==> src/rtl/irq_nest_ctrl_pkg.sv <==
// rtl/irq_nest_ctrl_pkg.sv - shared interrupt sizing constants
// Constants shared by the interrupt controller and the ISR entrance lookup,
// so interrupt numbers and return addresses agree on both ends.
package irq_nest_ctrl_pkg;

  // number of interrupt lines, line 0 highest priority
  localparam int IRQ_NIRQ      = 3;
  // interrupt number width, 2**IRQ_NBIT_IRQ > IRQ_NIRQ so the idle level fits
  localparam int IRQ_NBIT_IRQ  = 2;
  // instruction-memory word-address width
  localparam int IRQ_ADDR_NBIT = 10;

endpackage

==> src/rtl/irq_edge_sync.sv <==
// rtl/irq_edge_sync.sv - per-line 2-flop synchroniser with rising-edge pulse
// Ports:
//   clk    in   system clock
//   rst_n  in   asynchronous active-low reset
//   src    in   raw asynchronous interrupt source
//   rise   out  one-cycle pulse on a synchronised 0->1 transition
module irq_edge_sync (
  input  logic clk,
  input  logic rst_n,
  input  logic src,
  output logic rise
);

  logic       s1;
  logic       s2;
  logic       prev;
  logic [1:0] warm;

  // The synchroniser flops come out of reset at 0, so the first two s2
  // samples after reset do not reflect the pin. prev is forced high until
  // s2 carries a real sample; a line held high across reset release must
  // therefore fall and rise again before it is seen as an edge.
  always_ff @(posedge clk or negedge rst_n) begin
    if (!rst_n) begin
      s1   <= 1'b0;
      s2   <= 1'b0;
      prev <= 1'b1;
      warm <= 2'b00;
    end else begin
      s1   <= src;
      s2   <= s1;
      warm <= {warm[0], 1'b1};
      prev <= s2 | ~warm[1];
    end
  end

  assign rise = s2 & ~prev;

endmodule

==> src/rtl/irq_nest_ctrl.sv <==
// rtl/irq_nest_ctrl.sv - interrupt request, priority nesting and return-address stack
// Ports:
//   clk, rst_n    clock, asynchronous active-low reset
//   irq_src       raw interrupt sources (rising edge sets pending)
//   irq_en        global enable, irq_mask per-line mask (1 = masked)
//   irq_req       request to core, irq_inum its interrupt number
//   irq_ack       core takes the request, pc_ret return address sampled with it
//   eret          return from interrupt, epc return address at stack top
//   in_isr        stack non-empty, pending flags, err sticky protocol error
module irq_nest_ctrl
  import irq_nest_ctrl_pkg::*;
#(
  parameter int NIRQ      = IRQ_NIRQ,
  parameter int NBIT_IRQ  = IRQ_NBIT_IRQ,
  parameter int ADDR_NBIT = IRQ_ADDR_NBIT
) (
  input  logic                 clk,
  input  logic                 rst_n,
  input  logic [NIRQ-1:0]      irq_src,
  input  logic                 irq_en,
  input  logic [NIRQ-1:0]      irq_mask,
  output logic                 irq_req,
  output logic [NBIT_IRQ-1:0]  irq_inum,
  input  logic                 irq_ack,
  input  logic [ADDR_NBIT-1:0] pc_ret,
  input  logic                 eret,
  output logic [ADDR_NBIT-1:0] epc,
  output logic                 in_isr,
  output logic [NIRQ-1:0]      pending,
  output logic                 err
);

  localparam int                  SPW      = $clog2(NIRQ + 1);
  localparam logic [NBIT_IRQ-1:0] LVL_IDLE = NBIT_IRQ'(NIRQ);
  localparam logic [SPW-1:0]      SP_FULL  = SPW'(NIRQ);

  logic [NIRQ-1:0]      rise;
  logic [NIRQ-1:0]      pend_q;
  logic [NIRQ-1:0]      cand;
  logic [NIRQ-1:0]      clr;
  logic [SPW-1:0]       sp;
  logic [NBIT_IRQ-1:0]  cur_lvl;
  logic                 err_q;
  logic [NBIT_IRQ-1:0]  stk_lvl [NIRQ];
  logic [ADDR_NBIT-1:0] stk_epc [NIRQ];
  logic [NBIT_IRQ-1:0]  top_lvl;
  logic [ADDR_NBIT-1:0] top_epc;
  logic                 ack_ok;
  logic                 do_push;
  logic                 do_pop;
  logic                 bad;

  for (genvar g = 0; g < NIRQ; g++) begin : g_sync
    irq_edge_sync u_sync (
      .clk   (clk),
      .rst_n (rst_n),
      .src   (irq_src[g]),
      .rise  (rise[g])
    );
  end

  // Only lines strictly more urgent than the running level may preempt.
  always_comb begin
    cand     = '0;
    irq_inum = '0;
    for (int i = 0; i < NIRQ; i++) begin
      cand[i] = pend_q[i] & ~irq_mask[i] & (NBIT_IRQ'(i) < cur_lvl);
    end
    for (int i = NIRQ - 1; i >= 0; i--) begin
      if (cand[i]) irq_inum = NBIT_IRQ'(i);
    end
  end

  assign irq_req = irq_en & (|cand);

  always_comb begin
    top_lvl = LVL_IDLE;
    top_epc = '0;
    for (int i = 0; i < NIRQ; i++) begin
      if (sp == SPW'(i + 1)) begin
        top_lvl = stk_lvl[i];
        top_epc = stk_epc[i];
      end
    end
  end

  // eret takes precedence: a simultaneous ack is dropped without error and
  // the request is re-evaluated against the restored level next cycle.
  assign do_pop  = eret & (sp != '0);
  assign ack_ok  = irq_ack & ~eret & irq_req;
  assign do_push = ack_ok & (sp != SP_FULL);
  assign bad     = (eret & (sp == '0)) | (irq_ack & ~eret & ~irq_req) |
                   (ack_ok & (sp == SP_FULL));
  assign clr     = do_push ? (NIRQ'(1) << irq_inum) : '0;

  always_ff @(posedge clk or negedge rst_n) begin
    if (!rst_n) begin
      pend_q  <= '0;
      sp      <= '0;
      cur_lvl <= LVL_IDLE;
      err_q   <= 1'b0;
      for (int i = 0; i < NIRQ; i++) begin
        stk_lvl[i] <= '0;
        stk_epc[i] <= '0;
      end
    end else begin
      // a new edge on the line being acknowledged keeps it pending
      pend_q <= (pend_q & ~clr) | rise;
      if (bad) err_q <= 1'b1;
      if (do_pop) begin
        sp      <= sp - SPW'(1);
        cur_lvl <= top_lvl;
      end else if (do_push) begin
        sp      <= sp + SPW'(1);
        cur_lvl <= irq_inum;
        for (int i = 0; i < NIRQ; i++) begin
          if (sp == SPW'(i)) begin
            stk_lvl[i] <= cur_lvl;
            stk_epc[i] <= pc_ret;
          end
        end
      end
    end
  end

  assign epc     = (sp != '0) ? top_epc : '0;
  assign in_isr  = (sp != '0);
  assign pending = pend_q;
  assign err     = err_q;

endmodule

==> config.mk <==
export PLATFORM = sky130hd
export DESIGN_NAME = irq_nest_ctrl
export DESIGN_NICKNAME = d
export VERILOG_FILES = /design/src/rtl/irq_nest_ctrl_pkg.sv /design/src/rtl/irq_edge_sync.sv /design/src/rtl/irq_nest_ctrl.sv
export SDC_FILE = /design/constraint.sdc
export NUM_CORES = 1
export LEC_CHECK = 0
export ABC_CLOCK_PERIOD_IN_PS = 3800
export CORE_MARGIN = 3
export CORE_UTILIZATION = 33
export DETAILED_ROUTE_END_ITERATION = 8
export PLACE_DENSITY = 0.52
export SYNTH_ARGS = -nofsm -noshare
export SYNTH_HDL_FRONTEND = slang
export SYNTH_SLANG_ARGS = --single-unit
==> constraint.sdc <==
create_clock -name clk -period 3.8 [get_ports clk]
set_input_delay 0.76 -clock clk [delete_from_list [all_inputs] [get_ports clk]]
set_output_delay 0.76 -clock clk [all_outputs]
set_load 0.02 [all_outputs]
[Yosys cells after proc, flatten, opt, wreduce, memory -nomap -nowiden]
Index checks and enable logic that the tools add are counted.
W data, S select, Z words.
Word-level totals
  output and inout port bits: 18
  memory bits (writable): 0
  memories: 0
  register bits after elaboration: 59
  latch bits: 0
  logic and storage cells: 91
  ROM bits: 0
Operators by class
  equality and inequality tests: 4
  add/sub/neg operators: 2
  reduce and logical (&&, ||, !) cells: 7
  multiplexer cells: 15
  divide/modulo/power cells: 0
  bitwise logic cells: 37
  magnitude comparators: 3
  multiply operators: 0
  shifts and indexed selects: 1
Operator list (count)
  $mux W10: 4
  $mux W2: 10
  $and A1 B1 Y1: 17
  $not A1 Y1: 12
  $reduce_and A3 Y1: 3
  $or A1 B1 Y1: 5
  $eq A2 B2 Y1 const B: 2
  $lt A1 B2 Y1 const A: 2
  $reduce_bool A2 Y1: 2
  $and A3 B3 Y3: 1
  $mux W3: 1
  $not A3 Y3: 1
  $or A3 B3 Y3: 1
  $reduce_or A3 Y1: 1
  $shl A1 B2 Y3 const A: 1
  $add A2 B1 Y2 const B: 1
  $eq A2 B1 Y1 const B: 1
  $logic_not A2 Y1: 1
  $lt A2 B2 Y1 const A: 1
  $ne A2 B2 Y1 const B: 1
  $sub A2 B1 Y2 const B: 1

[Longest topological paths before layout]
  word-level depth: 11
  gate-level depth with buffers: 7
  mapped depth without buffers: 6

[Cells and area by module]
A second synthesis with hierarchy kept.
Second synthesis, totals
  cells, all modules: 214
  area, all modules: 2698.8 um^2
By module, submodules not included
  irq_nest_ctrl: area an instance 2248.4 um^2, sequential area each 1103.6 um^2, times used 1, cells each 190
  irq_edge_sync: area an instance 150.1 um^2, sequential area each 126.4 um^2, times used 3, cells each 8

[Worst setup path after synthesis]
OpenSTA, ideal clock, no wires.
  path type: reg2out
  start: register sp[0]
  end: output epc[1]
  slack: 1.361 ns
  data arrival time: 1.679 ns
  stages on the path, launching flop included: 7
  buffers on the path: 1
  cell sequence: dfrtp_1 > inv_1 > ha_1 > nor2b_1 > clkbuf_1 > a221oi_1 > nor3_1
On the way
  cells in the longest elaborated chain, start to end: 5
Ends and longest elaborated chain
  from (decl): line irq_nest_ctrl.sv:41  | logic [SPW-1:0] sp;
  from (signal assigned): line irq_nest_ctrl.sv:111  | sp <= sp - SPW'(1);
  from (signal assigned): line irq_nest_ctrl.sv:114  | sp <= sp + SPW'(1);
  $eq A2 B1 Y1: line irq_nest_ctrl.sv:80  | if (sp == SPW'(i + 1)) begin
  $mux W10 (3 in series): line irq_nest_ctrl.sv:80
  $mux W10 *: line irq_nest_ctrl.sv:126  | assign epc = (sp != '0) ? top_epc : '0;
  to (decl): line irq_nest_ctrl.sv:27  | output logic [ADDR_NBIT-1:0] epc,
Every way passes the cells marked *; elsewhere a longest branch is shown, timed or not.

[Worst setup path after layout]
  start: register sp[1]
  end: output epc[5]
Same word-level chain as after synthesis.

==> implementation parameters <==
Parameter                              Value

Outcome
  Outcome    complete, no violations

Drt
  Mean routed wirelength per cell    15.6 µm
  Iteration count of the initial detailed-routing pass    4
  Number of DRC markers after the initial detailed-route iteration    88
  Average via count per standard cell    4.84
  Residual DRC count    0
  Total vias in the final route    1642
  Count of nets left with antenna violations after detail routing    0
  Total routed wirelength    5300 µm

Logic synthesis
  Post-synth cell types    34
  Number of instances in the synthesized netlist    197
  Fraction of registers with async set or reset after synthesis    1.00
  Post-synthesis cell type with the largest combined area    sky130_fd_sc_hd__dfrtp_1
  Sequential element share of the synthesized area    0.541
  Main flop type after synthesis    sky130_fd_sc_hd__dfrtp_1
  Count of warnings emitted by yosys    0
  Leading cell types by total area after synthesis    sky130_fd_sc_hd__dfrtp_1 49%, sky130_fd_sc_hd__mux2_4 12%, sky130_fd_sc_hd__dfstp_2 5.1%, sky130_fd_sc_hd__mux2_1 4.4%, sky130_fd_sc_hd__a221oi_1 3.8%
  Area share of the largest cell type after synthesis    0.490
  Syn nets    222
  Count of flip-flops with a built-in enable after synthesis    0
  Synthesis-stage register bit count    55
  Syn Area/Cell    13.0 µm²
  Cell area after technology mapping    2550 µm²

Clock network
  Clock latency at the later pin of the worst-skew pair    0.30 ns
  Clock-pin slew on the worst setup and hold paths    0.09 ns
  H-Tree Level Count    2
  Clock tree root buffer cell    sky130_fd_sc_hd__clkbuf_8
  CTS sink cnt    55
  Worst-case clock buffer depth    2
  Clock buffer count from CTS    5
  # resized after CTS    0
  Clock tree from TritonCTS    yes
  Number of hold buffers added after CTS    0
  Buffer count from post-CTS setup fixing    0

STA
  Peak clock frequency supported by timing    0.304 GHz
  RSZ-0062 raised after global routing    false
  Final worst setup slack    0.511 ns
  Max-slew violations    0
  Final-report hold violation count    0
  Final setup viols    0
  Worst-case clock skew    0.00726 ns
  Final period util    0.865
  Final TNS setup    0 ns
  Slew @ Worst Pin    0.962 ns
  Min Clock Period, post-route    3.29 ns
  WHS    0.354 ns
  Worst max-slew margin expressed relative to the limit    0.359

Power and ir drop
  Static leakage    1.40 nW
  Maximum ir drop on the vdd rail    0.000246 V
  Power per cell area    701 nW/µm²

Placed design
  Cell count after placement    331
  Count of port buffers added during placement    38
  Placer congestion estimate    0.704
  Detailed Place HPWL    3590 µm
  Worst-case setup slack after placement    0.512 ns

Floorplan
  I/O pin total    39
  Area of the core region    7370 µm²
  Floorplan die height    94.0 µm
  Total number of placement rows    31
  Starting Density    0.347
  Die W    94.0 µm
  Die Outline Area    8830 µm²

Worst hold path
  Class of the most critical hold timing path    flip-flop to flip-flop

Layout
  Fillers    740
  Diodes inserted    0
  Signed area change from the synthesized netlist to the final layout    23.4%
  Layout cells sized above 1    0.213
  End-of-flow core utilization    0.428
  Nets@finish    264
  Number of standard cells in the final layout excluding fillers    339

Worst setup path
  Required time at the endpoint of the critical path    3.04 ns
  Max incr delay on CP    0.82 ns
  Critical path's slowest cell    sky130_fd_sc_hd__ha_1
  Critical path peak fanout    27
  Arrival time of the worst setup path    2.53 ns
  Critical Path Source Type    flip-flop
  Category of the most critical setup path    flip-flop to output pin
  Delay-heaviest family, CP    adder cells
  Category of the worst setup path capture point    output pin
  Cell breakdown of the critical path    ha_1 > a221oi_1 > nor3_1 > clkdlybuf4s50_1
  Count of buffering cells on the critical path with inverters included    1

Global routing
  Wire length of the first global-routing pass    9000 µm
  GRT Resource Usage Total    0.130
  Maximum number of pins on one net before global-route repair    43
  Gr ovfl total    0
  Antenna violations before repair    0
  Via count of the first global-routing pass    1683

Flow run
  Number of maximum-capacitance constraint violations    0
[state kept, by name, summed over array words and instances, names as in the netlist]
name	flops
pending	3
g_sync.u_sync.s2	3
stk_epc	30
err	1
cur_lvl	2
sp	2
g_sync.u_sync.s1	3
g_sync.u_sync.prev	3
g_sync.u_sync.warm	2
stk_lvl	6
[cell type report]
cell class                 instances  area (µm²)  share of cell area
clock buffer                       7        76.3              0.0242
multi-input combinational        120        1070               0.338
inverter                          12        45.0              0.0143
timing repair buffer              45         428               0.136
tap                               99         124              0.0393
sequential                        55        1380               0.439
clock inverter                     1        30.0             0.00953
[per-stage QoR]
step                power (W)  cell area [µm²]
finish                0.00221             3150
global route          0.00236             3150
CTS                   0.00224             3150
detailed placement    0.00185             3050
global placement      0.00184             3050
floorplan             0.00149             2550
[cell usage after synthesis (2+ instances only)]
| master | instances |
|---|---|
| sky130_fd_sc_hd__and3_1 | 2 |
| sky130_fd_sc_hd__mux2_4 | 20 |
| sky130_fd_sc_hd__mux2_1 | 10 |
| sky130_fd_sc_hd__dfstp_2 | 5 |
| sky130_fd_sc_hd__nor3_1 | 9 |
| sky130_fd_sc_hd__dfrtp_1 | 50 |
| sky130_fd_sc_hd__nand2_1 | 7 |
| sky130_fd_sc_hd__clkbuf_1 | 7 |
| sky130_fd_sc_hd__nor2_2 | 2 |
| sky130_fd_sc_hd__nand4_1 | 2 |
| sky130_fd_sc_hd__buf_6 | 3 |
| sky130_fd_sc_hd__inv_1 | 12 |
| sky130_fd_sc_hd__nand2b_1 | 3 |
| sky130_fd_sc_hd__ha_1 | 4 |
| sky130_fd_sc_hd__and3b_1 | 2 |
| sky130_fd_sc_hd__nor2b_1 | 12 |
| sky130_fd_sc_hd__mux2_2 | 6 |
| sky130_fd_sc_hd__nor2_1 | 4 |
| sky130_fd_sc_hd__o21ai_0 | 7 |
| sky130_fd_sc_hd__o31ai_1 | 2 |
| sky130_fd_sc_hd__a21oi_1 | 5 |
| sky130_fd_sc_hd__a221oi_1 | 11 |
[metal layers]
| metal | share of wire | global-route usage |
|---|---|---|
| met1 | 0.49 | 0.191 |
| met2 | 0.47 | 0.194 |
| met3 | 0.025 | 0.0248 |
| met4 | 0.011 | 0.0397 |
| met5 | 0 | 0 |
[cell usage in the layout, fill, tap and decap left out, types with 2 or more instances in the layout]
cell	count
sky130_fd_sc_hd__clkdlybuf4s50_1	37
sky130_fd_sc_hd__buf_4	7
sky130_fd_sc_hd__clkbuf_8	5
sky130_fd_sc_hd__dfstp_2	5
sky130_fd_sc_hd__nor3_1	9
sky130_fd_sc_hd__nor2_2	2
sky130_fd_sc_hd__nand2b_1	3
sky130_fd_sc_hd__nand2_1	7
sky130_fd_sc_hd__nor2b_1	12
sky130_fd_sc_hd__o31ai_1	2
sky130_fd_sc_hd__dfrtp_1	50
sky130_fd_sc_hd__nor2_1	4
sky130_fd_sc_hd__o21ai_0	7
sky130_fd_sc_hd__clkbuf_1	2
sky130_fd_sc_hd__ha_1	4
sky130_fd_sc_hd__mux2_2	6
sky130_fd_sc_hd__and3_1	2
sky130_fd_sc_hd__mux2_4	20
sky130_fd_sc_hd__nand4_1	2
sky130_fd_sc_hd__inv_1	12
sky130_fd_sc_hd__a221oi_1	11
sky130_fd_sc_hd__mux2_1	10
sky130_fd_sc_hd__and3b_1	2
sky130_fd_sc_hd__a21oi_1	5
[logic make-up after synthesis]
group / count (synthesis) / share of synthesized area
AOI/OAI and AO/OA: 31 / 0.0931
xor gates and xnor gates: 1 / 0.00343
adders and majority gates: 4 / 0.0196
buffers and inverters: 22 / 0.0412
DFF: 55 / 0.541
muxes: 36 / 0.188
other: 1 / 0.00147
and+or+nand+nor: 47 / 0.112
[final timing paths]
check,from,end,slack (ns),cells past startpoint
setup / recovery,sp[1]$_DFFE_PN0P_,epc[5],0.51,4
hold / removal,g_sync[1].u_sync.warm[0]$_DFF_PN0_,g_sync[0].u_sync.warm[1]$_DFF_PN0_,0.35,0
setup reg to reg,sp[1]$_DFFE_PN0P_,stk_epc[21]$_DFFE_PN0P_,1.07,4
hold reg to reg,g_sync[1].u_sync.warm[0]$_DFF_PN0_,g_sync[0].u_sync.warm[1]$_DFF_PN0_,0.35,0
max in group asynchronous,rst_n,stk_lvl[2]$_DFFE_PN0P_,2.52,2
min in group asynchronous,rst_n,g_sync[0].u_sync.s1$_DFF_PN0_,0.59,1
[power by group]
group	total (W)	switching, W	leakage [nW]	internal [W]
clock	0.000382	0.000184	0.0524	0.000198
combinational	0.000964	0.000479	0.660	0.000484
sequential	0.000866	0.000109	0.686	0.000756
total	0.00221	0.000773	1.40	0.00144
No activity file was read; power rests on OpenSTA's default activity.
